`src/rtl/move_request_gen.sv`:
```
// rtl/move_request_gen.sv - debounced push-button to grid-move request initiator for an 8x8 board.
// Define DIAGONAL_EN to allow one vertical plus one horizontal bit as a diagonal request.
module move_request_gen #(
  parameter int COORD_W         = 3,
  parameter int DEBOUNCE_CYCLES = 4,
  parameter int RESP_TIMEOUT    = 8
) (
  input  logic               clk,
  input  logic               rst,
  input  logic               btn_up,
  input  logic               btn_down,
  input  logic               btn_left,
  input  logic               btn_right,
  input  logic               load_en,
  input  logic [COORD_W-1:0] load_i,
  input  logic [COORD_W-1:0] load_j,
  input  logic [COORD_W-1:0] inext,
  input  logic [COORD_W-1:0] jnext,
  input  logic               mov_valid,
  output logic               up,
  output logic               down,
  output logic               left,
  output logic               right,
  output logic [COORD_W-1:0] iactual,
  output logic [COORD_W-1:0] jactual,
  output logic               busy,
  output logic               rejected,
  output logic [7:0]         move_count
);

  localparam int DCW = $clog2(DEBOUNCE_CYCLES + 1);
  localparam int TCW = $clog2(RESP_TIMEOUT + 1);

  typedef enum logic [1:0] {IDLE, REQ, WAIT, DONE} state_t;

  state_t         state;
  logic [3:0]     raw, sync1, sync2, deb, deb_d1;
  logic [3:0]     rise, mask, dir;
  logic [1:0]     vert, horz;
  logic [DCW-1:0] dcnt [4];
  logic [TCW-1:0] tcnt;

  // Bit order throughout: [0]=up, [1]=down, [2]=left, [3]=right
  assign raw = {btn_right, btn_left, btn_down, btn_up};

  always_ff @(posedge clk) begin
    if (rst) begin
      sync1  <= '0;
      sync2  <= '0;
      deb    <= '0;
      deb_d1 <= '0;
      for (int b = 0; b < 4; b++) dcnt[b] <= '0;
    end else begin
      sync1  <= raw;
      sync2  <= sync1;
      deb_d1 <= deb;
      for (int b = 0; b < 4; b++) begin
        if (sync2[b] == deb[b]) begin
          dcnt[b] <= '0;
        end else if (dcnt[b] == DCW'(DEBOUNCE_CYCLES)) begin
          deb[b]  <= ~deb[b];
          dcnt[b] <= '0;
        end else begin
          dcnt[b] <= dcnt[b] + DCW'(1);
        end
      end
    end
  end

  // Opposing presses cancel each other before any priority or diagonal decision
  always_comb begin
    rise = deb & ~deb_d1;
    vert = (rise[0] & rise[1]) ? 2'b00 : rise[1:0];
    horz = (rise[2] & rise[3]) ? 2'b00 : rise[3:2];
`ifdef DIAGONAL_EN
    mask = {horz, vert};
`else
    mask = 4'b0000;
    if (vert[0])      mask = 4'b0001;
    else if (vert[1]) mask = 4'b0010;
    else if (horz[0]) mask = 4'b0100;
    else if (horz[1]) mask = 4'b1000;
`endif
  end

  always_ff @(posedge clk) begin
    if (rst) begin
      state      <= IDLE;
      dir        <= '0;
      iactual    <= '0;
      jactual    <= '0;
      move_count <= '0;
      rejected   <= 1'b0;
      tcnt       <= '0;
    end else begin
      rejected <= 1'b0;
      if (load_en) begin
        iactual <= load_i;
        jactual <= load_j;
        dir     <= '0;
        state   <= IDLE;
      end else begin
        case (state)
          IDLE: begin
            if (mask != 4'b0000) begin
              dir   <= mask;
              state <= REQ;
            end
          end
          REQ: begin
            tcnt  <= '0;
            state <= WAIT;
          end
          WAIT: begin
            // A response arriving on the timeout cycle still counts as accepted
            if (mov_valid) begin
              iactual <= inext;
              jactual <= jnext;
              if (move_count != 8'hFF) move_count <= move_count + 8'd1;
              dir     <= '0;
              state   <= DONE;
            end else if (tcnt == TCW'(RESP_TIMEOUT - 1)) begin
              rejected <= 1'b1;
              dir      <= '0;
              state    <= DONE;
            end else begin
              tcnt <= tcnt + TCW'(1);
            end
          end
          DONE:    state <= IDLE;
          default: state <= IDLE;
        endcase
      end
    end
  end

  assign {right, left, down, up} = dir;
  assign busy = (state != IDLE);

endmodule
```
`config.mk`:
```
export PLATFORM = sky130hd
export DESIGN_NAME = move_request_gen
export DESIGN_NICKNAME = d
export VERILOG_FILES = /design/src/rtl/move_request_gen.sv
export SDC_FILE = /design/constraint.sdc
export NUM_CORES = 1
export LEC_CHECK = 0
export BUFFER_PORTS_ARGS = -buffer_cell sky130_fd_sc_hd__buf_4
export CELL_PAD_IN_SITES_DETAIL_PLACEMENT = 0
export CELL_PAD_IN_SITES_GLOBAL_PLACEMENT = 1
export CORE_AREA = 2 2 77 79
export DETAILED_ROUTE_END_ITERATION = 16
export DIE_AREA = 0 0 79 81
export PLACE_DENSITY = 0.83
export SYNTH_ARGS = -nofsm -noshare
export SYNTH_HDL_FRONTEND = slang
export SYNTH_SLANG_ARGS = --single-unit
```
`constraint.sdc`:
```
create_clock -name clk -period 3.6 [get_ports clk]
set_input_delay 0.18 -clock clk [delete_from_list [all_inputs] [get_ports clk]]
set_output_delay 0.18 -clock clk [all_outputs]
set_load 0.02 [all_outputs]
```
# ---- Word level (Yosys, flattened, before mapping)
# Memories as Yosys holds them, arrays and structs flattened.
# Cells that the tools add are included.
dict set report op_classes {
  addsub 6
  mul 0
  div_mod_pow 0
  n_lt_le_gt_ge 0
  eq_ne 17
  n_shift 0
  n_mux 82
  bitwise 26
  reduce_logical 18
}
# operator count
set ops {}
lappend ops {{$mux W3} 18}
lappend ops {{$mux W1} 47}
lappend ops {{$mux W4} 9}
lappend ops {{$pmux W4 S2} 2}
lappend ops {{$add A3 B1 Y3 const B} 4}
lappend ops {{$eq A3 B3 Y1 const B} 4}
lappend ops {{$or A1 B1 Y1} 12}
lappend ops {{$reduce_and A2 Y1} 6}
lappend ops {{$mux W2} 5}
lappend ops {{$not A1 Y1} 10}
lappend ops {{$reduce_bool A2 Y1} 5}
lappend ops {{$add A8 B1 Y8 const B} 1}
lappend ops {{$ne A8 B8 Y1 const B} 1}
lappend ops {{$pmux W2 S4} 1}
lappend ops {{$reduce_and A4 Y1} 2}
lappend ops {{$ne A2 B2 Y1 const B} 3}
lappend ops {{$add A4 B1 Y4 const B} 1}
lappend ops {{$and A4 B4 Y4} 1}
lappend ops {{$eq A1 B1 Y1} 4}
lappend ops {{$eq A2 B2 Y1 const B} 2}
lappend ops {{$eq A4 B3 Y1 const B} 1}
lappend ops {{$not A4 Y4} 1}
lappend ops {{$reduce_bool A4 Y1} 1}
lappend ops {{$reduce_or A4 Y1} 1}
lappend ops {{other kinds (6)} 7}
dict set report totals {
  ff_bits 41
  latch_bits 0
  ram_bits 12
  romBits 0
  inputBits 20
  out_inout_bits 20
  word_cells 164
  mem_count 1
}
# name words word_bits read_ports rd_clocked_by_memory_dff write_ports line
set memory_table {}
lappend memory_table {dcnt 4 3 4 0 4 40} ;# logic [DCW-1:0] dcnt [4];

# ---- Longest topological paths before layout
# Gate-level depths: netlist of the first run.
dict set report depth {
  word_depth 11
  depth_mapped 7
  ltp_nobuf 7
}

# ---- Least setup slack after synthesis of the first run
# OpenSTA, ideal clock, no wires.
dict set report synth_path {
  path_kind {flip-flop to flip-flop}
  start {register state[0]}
  end {register dir[0]}
  setup_time_ps 75
  arrival_ps 1539
  t_required_ps 3525
  setup_slack_ps 1986
  path_stages_with_launch 6
  path_buffers 0
  synth_period_minus_slack_ps 1614
  path_cell_list {dfxtp_1 > inv_1 > ha_1 > or4b_1 > a211o_1 > o22ai_1}
}
dict set report synth_via {
  elab_chain_cells 3
  word_cells_on_any_way 7
  cone_classes {3 x eq/ne; 1 x mux; 3 x reduce/logical}
}
# item line
set synth_rtl {}
lappend synth_rtl {{start, declared} 36} ;# state_t state;
lappend synth_rtl {{start signal, assigned} 88} ;# state <= IDLE;
lappend synth_rtl {{start signal, assigned} 101} ;# state <= IDLE;
lappend synth_rtl {{start signal, assigned} 107} ;# state <= REQ;
lappend synth_rtl {{$eq A2 B2 Y1 / $logic_not A2 Y1 (equally long branches)} 103} ;# case (state)
lappend synth_rtl {{$ne A3 B3 Y1 (no source line), or another cell as far along} -}
lappend synth_rtl {{$reduce_and A3 Y1 (no source line)} -}
lappend synth_rtl {{end signal, assigned} 106} ;# dir <= mask;
lappend synth_rtl {{end, declared} 38} ;# logic [3:0] rise, mask, dir;
# Several ways; a longest one is shown, not always the timed one.
# A chain may end at the register's enable or synchronous reset.

# ---- Worst setup path in the final report of the first run
dict set report layout_path {
  start {register state[0]}
  end {register move_count[7]}
}
dict set report layout_via {
  elab_chain_cells 2
}
# item line
set layout_rtl {}
lappend layout_rtl {{$eq A2 B2 Y1} 103}
lappend layout_rtl {{$reduce_and A4 Y1 (no source line)} -}
lappend layout_rtl {{end signal, assigned} 119} ;# if (move_count != 8'hFF) move_count <= move_count + 8'd1;
lappend layout_rtl {{end, declared} 28} ;# output logic [7:0] move_count
# No other way between the ends.

==> results of run 1 <==
area by class of cell:
class,instances,share of cell area [%]
Inverter,22,2.75
Sequential cell,53,39.4
Clock buffer,5,2.29
Timing Repair Buffer,39,9.76
Clock inverter,3,2.17
Multi-Input combinational cell,184,40.5
Tap cell,75,3.13
sequential cells by signal, summed over array words and instances (netlist names):
| signal | cells |
|---|---|
| rejected | 1 |
| state | 2 |
| jactual | 3 |
| tcnt | 4 |
| sync1 | 4 |
| dir | 4 |
| deb | 4 |
| sync2 | 4 |
| dcnt | 12 |
| deb_d1 | 4 |
| iactual | 3 |
| move_count | 8 |
power breakdown:
part / leakage (nW) / switching, mW / total, mW / internal [mW]
logic: 0.760 / 0.0459 / 0.0882 / 0.0424
clock network: 0.0681 / 0.186 / 0.462 / 0.276
registers: 0.457 / 0.00809 / 0.631 / 0.623
per-layer routing:
| metal | wire (µm) | global-route usage, % | vias to the layer above |
|---|---|---|---|
| li1 | - | - | 975 |
| met1 | 1980 | 16.8 | 842 |
| met2 | 1950 | 23.3 | 29 |
| met3 | 158 | 4.22 | 4 |
| met4 | 51 | 5.17 | 0 |
| met5 | 0 | 0 | - |
logic make-up after synthesis:
| group | after synthesis | share of synthesized area [%] |
|---|---|---|
| AO/OA/AOI/OAI | 38 | 9.71 |
| XOR/XNOR | 6 | 2.12 |
| adder cells (fa/ha/maj) | 16 | 8.09 |
| buffers and inverters | 29 | 4.81 |
| flip-flops | 53 | 47.7 |
| multiplexers | 15 | 6.37 |
| other | 1 | 0.152 |
| AND/OR/NAND/NOR | 97 | 21.0 |
worst paths after layout:
kind,startpoint,endpoint,cells past startpoint
hold reg to reg,sync1[0],sync2[0],1
setup / recovery,state[0],move_count[7],6
hold / removal,btn_up,sync1[0],2
setup reg to reg,state[0],move_count[7],6
cell usage in the layout, fill, tap and decap left out, drive strengths merged, types with 5 or more instances in the layout:
master and count:
a21oi 14, and3 8, buf 39, clkbuf 5, conb 12, dfxtp 41
edfxtp 12, ha 16, inv 22, mux2 6, mux2i 9, nand2 20
nand3 8, nor2 16, nor2b 14, nor3 11, o21ai 8, xnor2 5
through the flow:
step / total power, mW / utilization, % / hold slack [ps]
floorplan: 0.700 / - / 308
global placement: 0.733 / 50.5 / 397
detailed placement: 0.734 / 50.5 / 394
CTS: 1.20 / 52.8 / 63.8
global route: 1.23 / 52.8 / 72.9
finish: 1.18 / 52.8 / 77.9
cell usage after synthesis, types with 3 or more instances:
| library cell | count |
|---|---|
| nor2_1 | 16 |
| and3_1 | 8 |
| mux2i_1 | 9 |
| inv_1 | 22 |
| or4_1 | 3 |
| nand2_1 | 20 |
| nand3_1 | 8 |
| nor2b_1 | 14 |
| nand2b_1 | 3 |
| o31ai_1 | 3 |
| edfxtp_1 | 12 |
| mux2_2 | 6 |
| nor3_1 | 11 |
| clkbuf_1 | 4 |
| or3_1 | 3 |
| o21ai_0 | 7 |
| dfxtp_1 | 41 |
| a21oi_1 | 14 |
| xnor2_1 | 5 |
| ha_1 | 16 |
==> out/results.tsv, run 1 <==
metric	value	unit
status	finished, final reports clean	
crit path cell chain	inv_1 -> ha_1 -> and3b_1 -> o21ai_2 -> or4_1 -> a21oi_1	
multi-input logic area	0.00121	mm²
peak supply drop	0.197	mV
# diodes	0	
# Max-Cap Violations	0	
R2R setup slack	1770	ps
CP endpoint kind	flop	
Routed WL	4.14	mm
vias after detailed routing	1850	
Via-to-Cell Ratio	4.86	
CP delay by family, top	simple AND/OR/NAND/NOR gates	
area of placed instances	0.00287	mm²
worst-path fanout max	12	
Final nets	341	
Synth async-reset ratio	0	%
post-synthesis sequential area ratio	47.7	%
Clock Latency Late Sink	300	ps
FF/Latch Area	0.00118	mm²
TritonRoute pass-1 iters	4	
Critical Path RT	3840	ps
Post-CTS Resized	0	
die width	79	µm
FF+latch count, synth	53	
fin cells	381	
power density cells	394	mW/mm²
most used flip-flop cell after synthesis	dfxtp_1	
CTS Hold Bufs	0	
first-pass GRT wire length	7.14	mm
Core Box Area	0.00568	mm²
Filler Cells Inserted	535	
max incr delay on CP	490	ps
die area	0.00640	mm²
antenna violations before repair	0	
fmax	545	MHz
Hold WC Path Type	primary input to flop	
DRC	0	
Synth top area share	33.2	%
Root Driver	clkbuf_8	
Post-CTS Setup Inserts	0	
Ys Warns	0	
Starting Density	43.6	%
detailed placer's ending HPWL	2.99	mm
Lkg Pwr	1.29	nW
syn avg cell area	9.70	µm²
die height	81	µm
Ports	40	
placed insts	373	
antenna-violating nets left	0	
gr usage total	13.9	%
clk buf depth	2	
Row Count	28	
Synth area leaders	dfxtp_1 33%, edfxtp_1 15%, ha_1 8.1%	
Finished Cell Area	0.00300	mm²
startpoint class of the critical path	flop	
post-synthesis cell area	0.00247	mm²
PortBufs	39	
Final GP Congestion	0.742	
H-Tree Depth	2	
cell at the slowest stage of the critical path	or4_1	
Routed WL per cell	10.9	µm
clock slew at reported path FFs	90	ps
CTS tree	done	
clock skew	4.59	ps
GRT overflow	0	
share of cells above drive strength 1	18.3	%
worst path buffer plus inverter count	1	
critical path type	flop to flop	
EDFF count, synth	12	
Setup Viol. Count Final	0	
CTS buffer count	5	
worst setup margin	1770	ps
cell count after synthesis	255	
RSZ-0062 raised after global routing	no	
min Tclk post-route	1830	ps
Hold Fails Final Rpt	0	
leading area contributor after synthesis	dfxtp_1	
DRT iter0 DRCs	56	
largest net degree at the start of global routing	44	
Worst EP arrival	2070	ps
Synth-to-Final Area Change	21.2	%
Slew Limit Fails	0	
dpl ws	1800	ps
setup TNS	0	ps
Distinct cells, synth	43	
vias in the first global route	1731	
period utilization	50.9	%
CTS sink cnt	53	
Note: power is estimated with default switching activity, not from simulation.
==> run 2, diff against run 1 <==
--- a/config.mk
+++ b/config.mk
@@ -8,10 +8,10 @@
 export BUFFER_PORTS_ARGS = -buffer_cell sky130_fd_sc_hd__buf_4
 export CELL_PAD_IN_SITES_DETAIL_PLACEMENT = 0
 export CELL_PAD_IN_SITES_GLOBAL_PLACEMENT = 1
-export CORE_AREA = 2 2 77 79
+export CORE_AREA = 2 2 83 85
 export DETAILED_ROUTE_END_ITERATION = 16
-export DIE_AREA = 0 0 79 81
-export PLACE_DENSITY = 0.83
+export DIE_AREA = 0 0 85 87
+export PLACE_DENSITY = 0.76
 export SYNTH_ARGS = -nofsm -noshare
 export SYNTH_HDL_FRONTEND = slang
 export SYNTH_SLANG_ARGS = --single-unit
==> constraint.sdc (replaced) <==
create_clock -name clk -period 1.65 [get_ports clk]
set_input_delay 0.0825 -clock clk [delete_from_list [all_inputs] [get_ports clk]]
set_output_delay 0.0825 -clock clk [all_outputs]
set_load 0.02 [all_outputs]
==> out/results.tsv, run 2 (synthesis results as in run 1) <==
metric	value	unit	change
crit path cell chain	inv_2 -> buf_6 -> ha_4 -> or4b_4 -> a211o_1 -> o22ai_1		
Reg with most FFs	dcnt		
R2R setup slack	20	ps	-1740 ps
max reg flops	12		unchanged
post-route total power	2.33	mW	+97%
# diodes	0		unchanged
cell at the slowest stage of the critical path	or4b_4		
Setup Viol. Count Final	0		unchanged
GRT overflow	0		unchanged
worst reg2reg path depth	6		unchanged
power density cells	712	mW/mm²	+81%
vias in the first global route	1816		+4.9%
max incr delay on CP	460	ps	-30 ps
CTS sink cnt	53		unchanged
antenna violations before repair	0		unchanged
Via-to-Cell Ratio	4.75		-2.2%
clk buf depth	2		unchanged
Routed WL	4.52	mm	+9.1%
switching share of total power	23.5	%	+3.1 points
vias after detailed routing	1962		+6.1%
Final GP Congestion	0.708		-4.6%
first-pass GRT wire length	7.61	mm	+6.6%
Starting Density	37.7	%	-5.9 points
most common cell after layout, fill and taps aside	buf_4		
Ports	40		unchanged
Clock Latency Late Sink	300	ps	about the same
RSZ-0062 raised after global routing	yes		
PortBufs	39		unchanged
Hold WC Path Type	primary input to flop		
logic gate share of total power	10.1	%	+2.6 points
switching power	547	µW	+130%
# Max-Cap Violations	0		unchanged
antenna-violating nets left	0		unchanged
Row Count	30		+7.1%
worst path buffer plus inverter count	2		+1
Slew Limit Fails	0		unchanged
Min-Delay Endpoint	iactual[2]		
clock skew	6.21	ps	+1.62 ps
detailed placer's ending HPWL	3.25	mm	+8.9%
commonest non-fill, non-tap cells in the layout	58 x buf_4, 36 x dfxtp_1, 20 x inv_1, 20 x nand2_1, 16 x nor2_1		
die height	87	µm	+7.4%
status	finished, final reports clean		
clock power share	30.8	%	-8.3 points
Hold Path Stages	3		+1
largest net degree at the start of global routing	38		-14%
startpoint class of the critical path	flop		
Hold Fails Final Rpt	0		unchanged
die width	85	µm	+7.6%
CTS tree	done		
Final nets	368		+7.9%
Core Box Area	0.00657	mm²	+16%
die area	0.00740	mm²	+16%
clock slew at reported path FFs	90	ps	about the same
gr usage total	12.4	%	-1.4 points
P_int	1.78	mW	+90%
Filler Cells Inserted	631		+18%
TritonRoute pass-1 iters	5		+1
worst-path fanout max	4		-8
Fin Hold WS	14.1	ps	-63.9 ps
r2r endpoint	dir[0]		
Sequential Power Share	59.1	%	+5.7 points
Critical Path RT	1880	ps	-1960 ps
placed insts	394		+5.6%
fmax	615	MHz	+13%
Routed WL per cell	10.9	µm	+0.62%
critical path type	flop to flop		
CTS buffer count	5		unchanged
largest registers	dcnt (12), move_count (8)		
Synth-to-Final Area Change	32.4	%	
CP delay by family, top	simple AND/OR/NAND/NOR gates		
Worst EP arrival	1860	ps	-210 ps
peak supply drop	0.451	mV	+130%
period utilization	98.5	%	+48 points
setup TNS	0	ps	unchanged
min Tclk post-route	1630	ps	-209 ps
Worst Min Path Start	load_i[2]		
fin cells	413		+8.4%
DRC	0		unchanged
RR Startpoint	state[0]		
Lkg Pwr	1.40	nW	+9.0%
H-Tree Depth	2		unchanged
DRT iter0 DRCs	69		+23%
Root Driver	clkbuf_8		
share of cells above drive strength 1	28.5	%	+10 points
CP endpoint kind	flop		
run 2: worst register-to-register path, cell delays in order, from the launching register on:
cell and delay (ps):
dfxtp_2 330, inv_2 80, buf_6 100, ha_4 120
or4b_4 460, a211o_1 300, o22ai_1 160
run 2: layout make-up:
type	count	area, µm²	share of cell area, %
flip-flops and latches	53	1190	36.2
clock buffers	7	76.3	2.33
well taps	80	100	3.06
inverters	22	82.6	2.52
multi-input cells	184	1310	39.8
clock inverters	1	7.51	0.229
repair buffers	66	517	15.8
run 2: routing by layer:
| layer | vias to the layer above | GRT usage (%) | wire length [µm] |
|---|---|---|---|
| met5 | - | 0 | 0 |
| met4 | 0 | 4.47 | 52 |
| met3 | 6 | 3.41 | 184 |
| met2 | 29 | 20.5 | 2170 |
| met1 | 893 | 15.7 | 2110 |
| li1 | 1034 | - | - |
run 2: worst max-delay path by stage:
stage                     startpoint            end  cells past startpoint
after floorplan             state[0]         dir[0]                      5
after global placement      state[0]  move_count[7]                      6
after CTS                  deb_d1[1]         dir[2]                      7
after detailed placement    state[0]  move_count[7]                      6
final                       state[0]         dir[0]                      6
after global routing        state[0]         dir[0]                      6
run 2: power groups by stage:
stage               combinational [mW]  clock [mW]  sequential [mW]
floorplan                        0.113           0             1.42
global placement                 0.202           0             1.41
detailed placement               0.205           0             1.41
CTS                              0.223       0.764             1.38
global route                     0.263       0.800             1.38
finish                           0.235       0.719             1.38
run 2: per-stage QoR:
step	instance area (µm²)	setup WS [ps]	utilization, %
after floorplan	2510	35.7	-
after global routing	3280	-29.6	49.9
after global placement	2990	0.129	45.5
after CTS	3160	4.10	48.2
after detailed placement	2990	-22.8	45.5
final	3280	25.0	49.9
run 2: repair_timing:
action / CTS / global route
endpoints found under the setup margin: 7 / 12
hold buffers: 7 / 0
hold endpoints to repair: 8 / 0
pin swaps: 2 / 7
gates resized for setup: 4 / 25
buffers inserted: 1 / 3
